`config.mk`:
```
export PLATFORM = sky130hd
export DESIGN_NAME = uart_rx
export DESIGN_NICKNAME = d
export VERILOG_FILES = /design/src/rtl/uart_pkg.sv /design/src/rtl/uart_rx_sync.sv /design/src/rtl/uart_rx.sv
export SDC_FILE = /design/constraint.sdc
export NUM_CORES = 1
export LEC_CHECK = 0
export CAP_MARGIN = 40
export CORE_ASPECT_RATIO = 1.75
export CORE_MARGIN = 1.5
export CORE_UTILIZATION = 40
export CTS_BUF_LIST = sky130_fd_sc_hd__clkbuf_8
export DETAILED_ROUTE_END_ITERATION = 8
export SYNTH_ARGS = -nofsm -noshare
export SYNTH_HDL_FRONTEND = slang
export SYNTH_HIERARCHICAL = 1
export SYNTH_SLANG_ARGS = --single-unit
```
`constraint.sdc`:
```
create_clock -name clk -period 2.5 [get_ports clk]
set_input_delay 0.25 -clock clk [delete_from_list [all_inputs] [get_ports clk]]
set_output_delay 0.25 -clock clk [all_outputs]
set_load 0.02 [all_outputs]
```
`src/rtl/uart_pkg.sv`:
```
// Shared receiver state type and parity-sense constants for the UART receiver.
package uart_pkg;

  typedef enum logic [2:0] {
    IDLE,
    START,
    DATA,
    PARITY,
    STOP
  } rx_state_t;

  localparam logic PARITY_EVEN = 1'b0;
  localparam logic PARITY_ODD  = 1'b1;

endpackage

```
`src/rtl/uart_rx_sync.sv`:
```
// Two-flop synchronizer bringing the asynchronous serial line into the clk domain.
module uart_rx_sync (
  input  logic clk,
  input  logic reset,
  input  logic rx,
  output logic rx_sync
);

  logic meta;

  // NOTE: both flops use non-blocking assignments so each stage captures the previous
  // stage's old value; blocking here would collapse the pair into a single flop.
  always_ff @(posedge clk or negedge reset) begin
    if (!reset) begin
      meta    <= 1'b1;
      rx_sync <= 1'b1;
    end else begin
      meta    <= rx;
      rx_sync <= meta;
    end
  end

endmodule

```
`src/rtl/uart_rx.sv`:
```
// Oversampling UART receiver with optional parity, valid/ready output hold and overrun pulse.
module uart_rx
  import uart_pkg::*;
#(
  parameter int Data_Width   = 8,
  parameter int OverSampling = 16
) (
  input  logic                  clk,
  input  logic                  reset,
  input  logic                  rx,
  input  logic                  parity_en,
  input  logic                  parity_type,
  output logic [Data_Width-1:0] data_out,
  output logic                  rx_valid,
  input  logic                  rx_ready,
  output logic                  parity_error,
  output logic                  framing_error,
  output logic                  overrun
);

  localparam int CW = $clog2(OverSampling);
  localparam int BW = $clog2(Data_Width + 1);
  localparam logic [CW-1:0] HALF_TICK = CW'(OverSampling / 2 - 1);
  localparam logic [CW-1:0] LAST_TICK = CW'(OverSampling - 1);
  localparam logic [BW-1:0] LAST_BIT  = BW'(Data_Width - 1);

  rx_state_t             state;
  logic                  rx_sync;
  logic                  rx_prev;
  logic [CW-1:0]         clk_count;
  logic [BW-1:0]         bit_index;
  logic [Data_Width-1:0] shift;
  logic                  par_en_q;
  logic                  par_type_q;
  logic                  par_err_q;
  logic                  at_sample;

  uart_rx_sync u_sync (
    .clk     (clk),
    .reset   (reset),
    .rx      (rx),
    .rx_sync (rx_sync)
  );

  assign at_sample = (clk_count == LAST_TICK);

  always_ff @(posedge clk or negedge reset) begin
    if (!reset) begin
      state         <= IDLE;
      rx_prev       <= 1'b1;
      clk_count     <= '0;
      bit_index     <= '0;
      shift         <= '0;
      par_en_q      <= 1'b0;
      par_type_q    <= PARITY_EVEN;
      par_err_q     <= 1'b0;
      data_out      <= '0;
      rx_valid      <= 1'b0;
      parity_error  <= 1'b0;
      framing_error <= 1'b0;
      overrun       <= 1'b0;
    end else begin
      rx_prev <= rx_sync;
      overrun <= 1'b0;
      if (rx_valid && rx_ready) rx_valid <= 1'b0;

      if (state == DATA || state == PARITY || state == STOP)
        clk_count <= at_sample ? '0 : clk_count + 1'b1;

      case (state)
        IDLE: begin
          clk_count <= '0;
          bit_index <= '0;
          par_err_q <= 1'b0;
          // Only a 1->0 transition starts a frame; a line stuck low stays idle.
          if (rx_prev && !rx_sync) begin
            state      <= START;
            par_en_q   <= parity_en;
            par_type_q <= parity_type ? PARITY_ODD : PARITY_EVEN;
          end
        end

        START: begin
          if (clk_count == HALF_TICK) begin
            clk_count <= '0;
            state     <= rx_sync ? IDLE : DATA;
          end else begin
            clk_count <= clk_count + 1'b1;
          end
        end

        DATA: begin
          if (at_sample) begin
            shift     <= Data_Width'({rx_sync, shift} >> 1);
            bit_index <= bit_index + 1'b1;
            if (bit_index == LAST_BIT) begin
              bit_index <= '0;
              state     <= par_en_q ? PARITY : STOP;
            end
          end
        end

        PARITY: begin
          if (at_sample) begin
            par_err_q <= (^shift) ^ rx_sync ^ (par_type_q == PARITY_ODD);
            state     <= STOP;
          end
        end

        STOP: begin
          if (at_sample) begin
            state <= IDLE;
            // A still-unconsumed frame wins; the new one is dropped and flagged.
            if (!rx_valid || rx_ready) begin
              data_out      <= shift;
              parity_error  <= par_err_q;
              framing_error <= !rx_sync;
              rx_valid      <= 1'b1;
            end else begin
              overrun <= 1'b1;
            end
          end
        end

        default: state <= IDLE;
      endcase
    end
  end

endmodule

```
==> flow_metrics.env <==
export IMPL_io_pins=18
export IMPL_path_buf_inv=0
export IMPL_grt_pass1_vias=1295
export IMPL_period_share=0.793
export IMPL_power_density_nw_per_um2=745
export IMPL_setup_violations=0
export IMPL_clock_skew_ns=0.00276
export IMPL_crit_required_ns=2.67
export IMPL_overflow=0
export IMPL_r2r_start="clk_count[0]"
export IMPL_placedInstanceArea_um2=2030
export IMPL_n_fill_cell=413
export IMPL_grt_usage=0.164
export IMPL_place_inst=224
export IMPL_startpoint_type="register"
export IMPL_cts_root_buf="clkbuf_8"
export IMPL_swShare=0.332
export IMPL_clk_pin_slew_ns=0.07
export IMPL_cp_top_family="simple AND/OR/NAND/NOR gates"
export IMPL_ys_seq_elements=37
export IMPL_crit_path_end="shift[2]"
export IMPL_leakage_nw=0.957
export IMPL_start_util=0.419
export IMPL_rsz0062_at_grt="false"
export IMPL_worstPathMaxFanout=9
export IMPL_crit_cells=4
export IMPL_report_final_slew_viol_count=0
export IMPL_area_growth_pct=13.5
export IMPL_finalCriticalPeriod_ns=1.98
export IMPL_vias=1273
export IMPL_cp_slowest_stage_delay_ns=0.59
export IMPL_port_buffers=17
export IMPL_syn_area_um2=1860
export IMPL_synth_edf_count=0
export IMPL_htreeDepth=2
export IMPL_antenna_cells=0
export IMPL_cp_slowest_cell="or3_1"
export IMPL_hold_buffers=0
export IMPL_synth_top_area_frac=0.457
export IMPL_ant_nets=0
export IMPL_ys_warn_count=6
export IMPL_total_power_mw=1.58
export IMPL_finalSetupTns_ns=0
export IMPL_die_x_um=54.6
export IMPL_crit_path_end_kind="register"
export IMPL_cts_resized=0
export IMPL_die_y_um=93.3
export IMPL_viasPerCell=5.49
export IMPL_combPwrFrac=0.247
export IMPL_grt_pass1_wl_mm=6.11
export IMPL_antenna_found_initial=0
export IMPL_cts_buffers=5
export IMPL_fp_dieArea_um2=5090
export IMPL_coreArea_um2=4440
export IMPL_fin_hold_ws_ns=0.0553
export IMPL_gp_congestion=0.829
export IMPL_yosysMostFrequentCell="dfrtp_1"
export IMPL_regToRegEndpoint="shift[2]"
export IMPL_r2r_setup_slack_ns=0.52
export IMPL_synth_area_leaders="dfrtp_1 46%, mux2_2 6.6%, mux2_4 5.6%, dfstp_2 4.2%, o21ai_0 3.5%"
export IMPL_fmax_mhz=504
export IMPL_synth_top_flop_cell="dfrtp_1"
export IMPL_worst_skew_pair_late_latency_ns=0.28
export IMPL_slew_headroom=0.459
export IMPL_syn_num_nets=173
export IMPL_dr_pass1_iters=4
export IMPL_dpl_worst_slack_ns=0.518
export IMPL_drtIter0Drc=28
export IMPL_synthArstFlopShare=1.00
export IMPL_avgSynthCellArea_um2=11.3
export IMPL_drive_gt1_frac=0.210
export IMPL_nets=188
export IMPL_clock_sinks=37
export IMPL_clkPwrFrac=0.247
export IMPL_hold_violations=0
export IMPL_worstSetupPathType="reg -> reg"
export IMPL_status="complete, no violations"
export IMPL_num_rows=32
export IMPL_postCtsSetupBuffers=0
export IMPL_hpwl_mm=2.50
export IMPL_arrival_ns=2.15
export IMPL_drc_errors=0
export IMPL_synth_cell_type_count=45
export IMPL_multi_input_area_um2=847
export IMPL_yosys_area_top_type="dfrtp_1"
export IMPL_fin_cells=232
export IMPL_irDropWorstVdd_v=0.000446
export IMPL_wl_per_cell_um=14.9
export IMPL_timing_final_ws_setup_ns=0.517
export IMPL_hp_class="in -> async"
export IMPL_path_cells="ha_1 -> nand3_4 -> or3_1 -> mux2_4"
export IMPL_clk_path_buf_depth=2
export IMPL_wl_mm=3.45
export IMPL_synthTopCellsByCount="34 x dfrtp_1, 15 x nand2_1, 13 x o21ai_0"
export IMPL_switchingPower_uw=524
export IMPL_p_seq_frac=0.507
export IMPL_critPathLaunch="clk_count[0]"
export IMPL_synthCells=165
export IMPL_grt_max_degree=38
export IMPL_power_internal_mw=1.05
export IMPL_worst_slew_pin_slew_ns=0.812
export IMPL_utilization=0.476
export IMPL_cts_tree="built"
export IMPL_r2r_cells=4
export IMPL_fin_area_um2=2110
export IMPL_cap_violations=0
export IMPL_register_area_um2=930
export IMPL_synth_seq_area_share=0.499
-- worst min path at each step --
stage	start	slack (ns)	cells after the start	end
final	reset	0.06	1	data_out[2]
after global routing	reset	0.11	1	shift[4]
after CTS	reset	0.08	1	data_out[2]
after detailed placement	u_sync/meta	0.35	0	u_sync/rx_sync
after global placement	u_sync/meta	0.35	0	u_sync/rx_sync
after floorplan	reset	-0.05	0	bit_index[0]
-- layout make-up --
type | count | area share
inverter | 5 | 0.00888
sequential | 37 | 0.440
clock inverter | 3 | 0.00651
clock buffer | 5 | 0.0325
multi-input combinational | 113 | 0.401
timing repair buffer | 18 | 0.0817
tap | 51 | 0.0302
-- worst register-to-register path: cells and delay by family, from the launching register on --
kind | cells | cell delay [ns]
mux | 1 | 0.37
fa+ha+maj | 1 | 0.33
simple gates | 2 | 0.73
flops | 1 | 0.44
-- per-layer routing --
layer | part of all wire | up-vias | routed length (µm) | global-route usage
li1 | - | 611 | - | -
met1 | 0.40 | 634 | 1390 | 0.192
met2 | 0.55 | 22 | 1900 | 0.265
met3 | 0.021 | 6 | 74 | 0.0415
met4 | 0.024 | 0 | 82 | 0.0833
met5 | 0 | - | 0 | 0
-- logic make-up (layout without fill, tap and decap cells) --
| family | after synthesis | in the layout | synth area share |
|---|---|---|---|
| adders and majority gates | 2 | 2 | 0.0134 |
| DFF | 37 | 37 | 0.499 |
| and+or+nand+nor | 51 | 51 | 0.159 |
| AOI/OAI and AO/OA | 32 | 32 | 0.103 |
| muxes | 20 | 20 | 0.134 |
| xor gates and xnor gates | 8 | 8 | 0.0450 |
| buffers and inverters | 15 | 31 | 0.0463 |
-- registers in the layout, indices dropped and copies added (netlist names), 3 cells and up --
signal / cells
shift: 8
state: 3
data_out: 8
bit_index: 4
clk_count: 4
-- placed cells by master, fill, tap and decap left out, types with 3 or more instances in the layout --
cell | synthesis | final
clkbuf_8 | 0 | 5
mux2_4 | 7 | 7
clkdlybuf4s50_1 | 0 | 16
a21oi_1 | 7 | 7
o21ai_0 | 13 | 13
nand3_1 | 5 | 5
dfrtp_1 | 34 | 34
nand4_1 | 3 | 3
nor2_1 | 6 | 6
mux2_2 | 11 | 11
dfstp_2 | 3 | 3
nand2_1 | 15 | 15
inv_1 | 5 | 6
nor3_1 | 4 | 4
nand2b_1 | 3 | 3
xnor2_1 | 6 | 6
-- power by group through the flow --
stage,Combinational (mW),Clock (mW),Sequential (mW)
floorplan,0.362,0,0.748
global placement,0.377,0,0.804
detailed placement,0.391,0,0.807
CTS,0.393,0.412,0.797
global route,0.446,0.444,0.815
finish,0.388,0.389,0.798
Note: power is estimated with default switching activity, not from simulation.
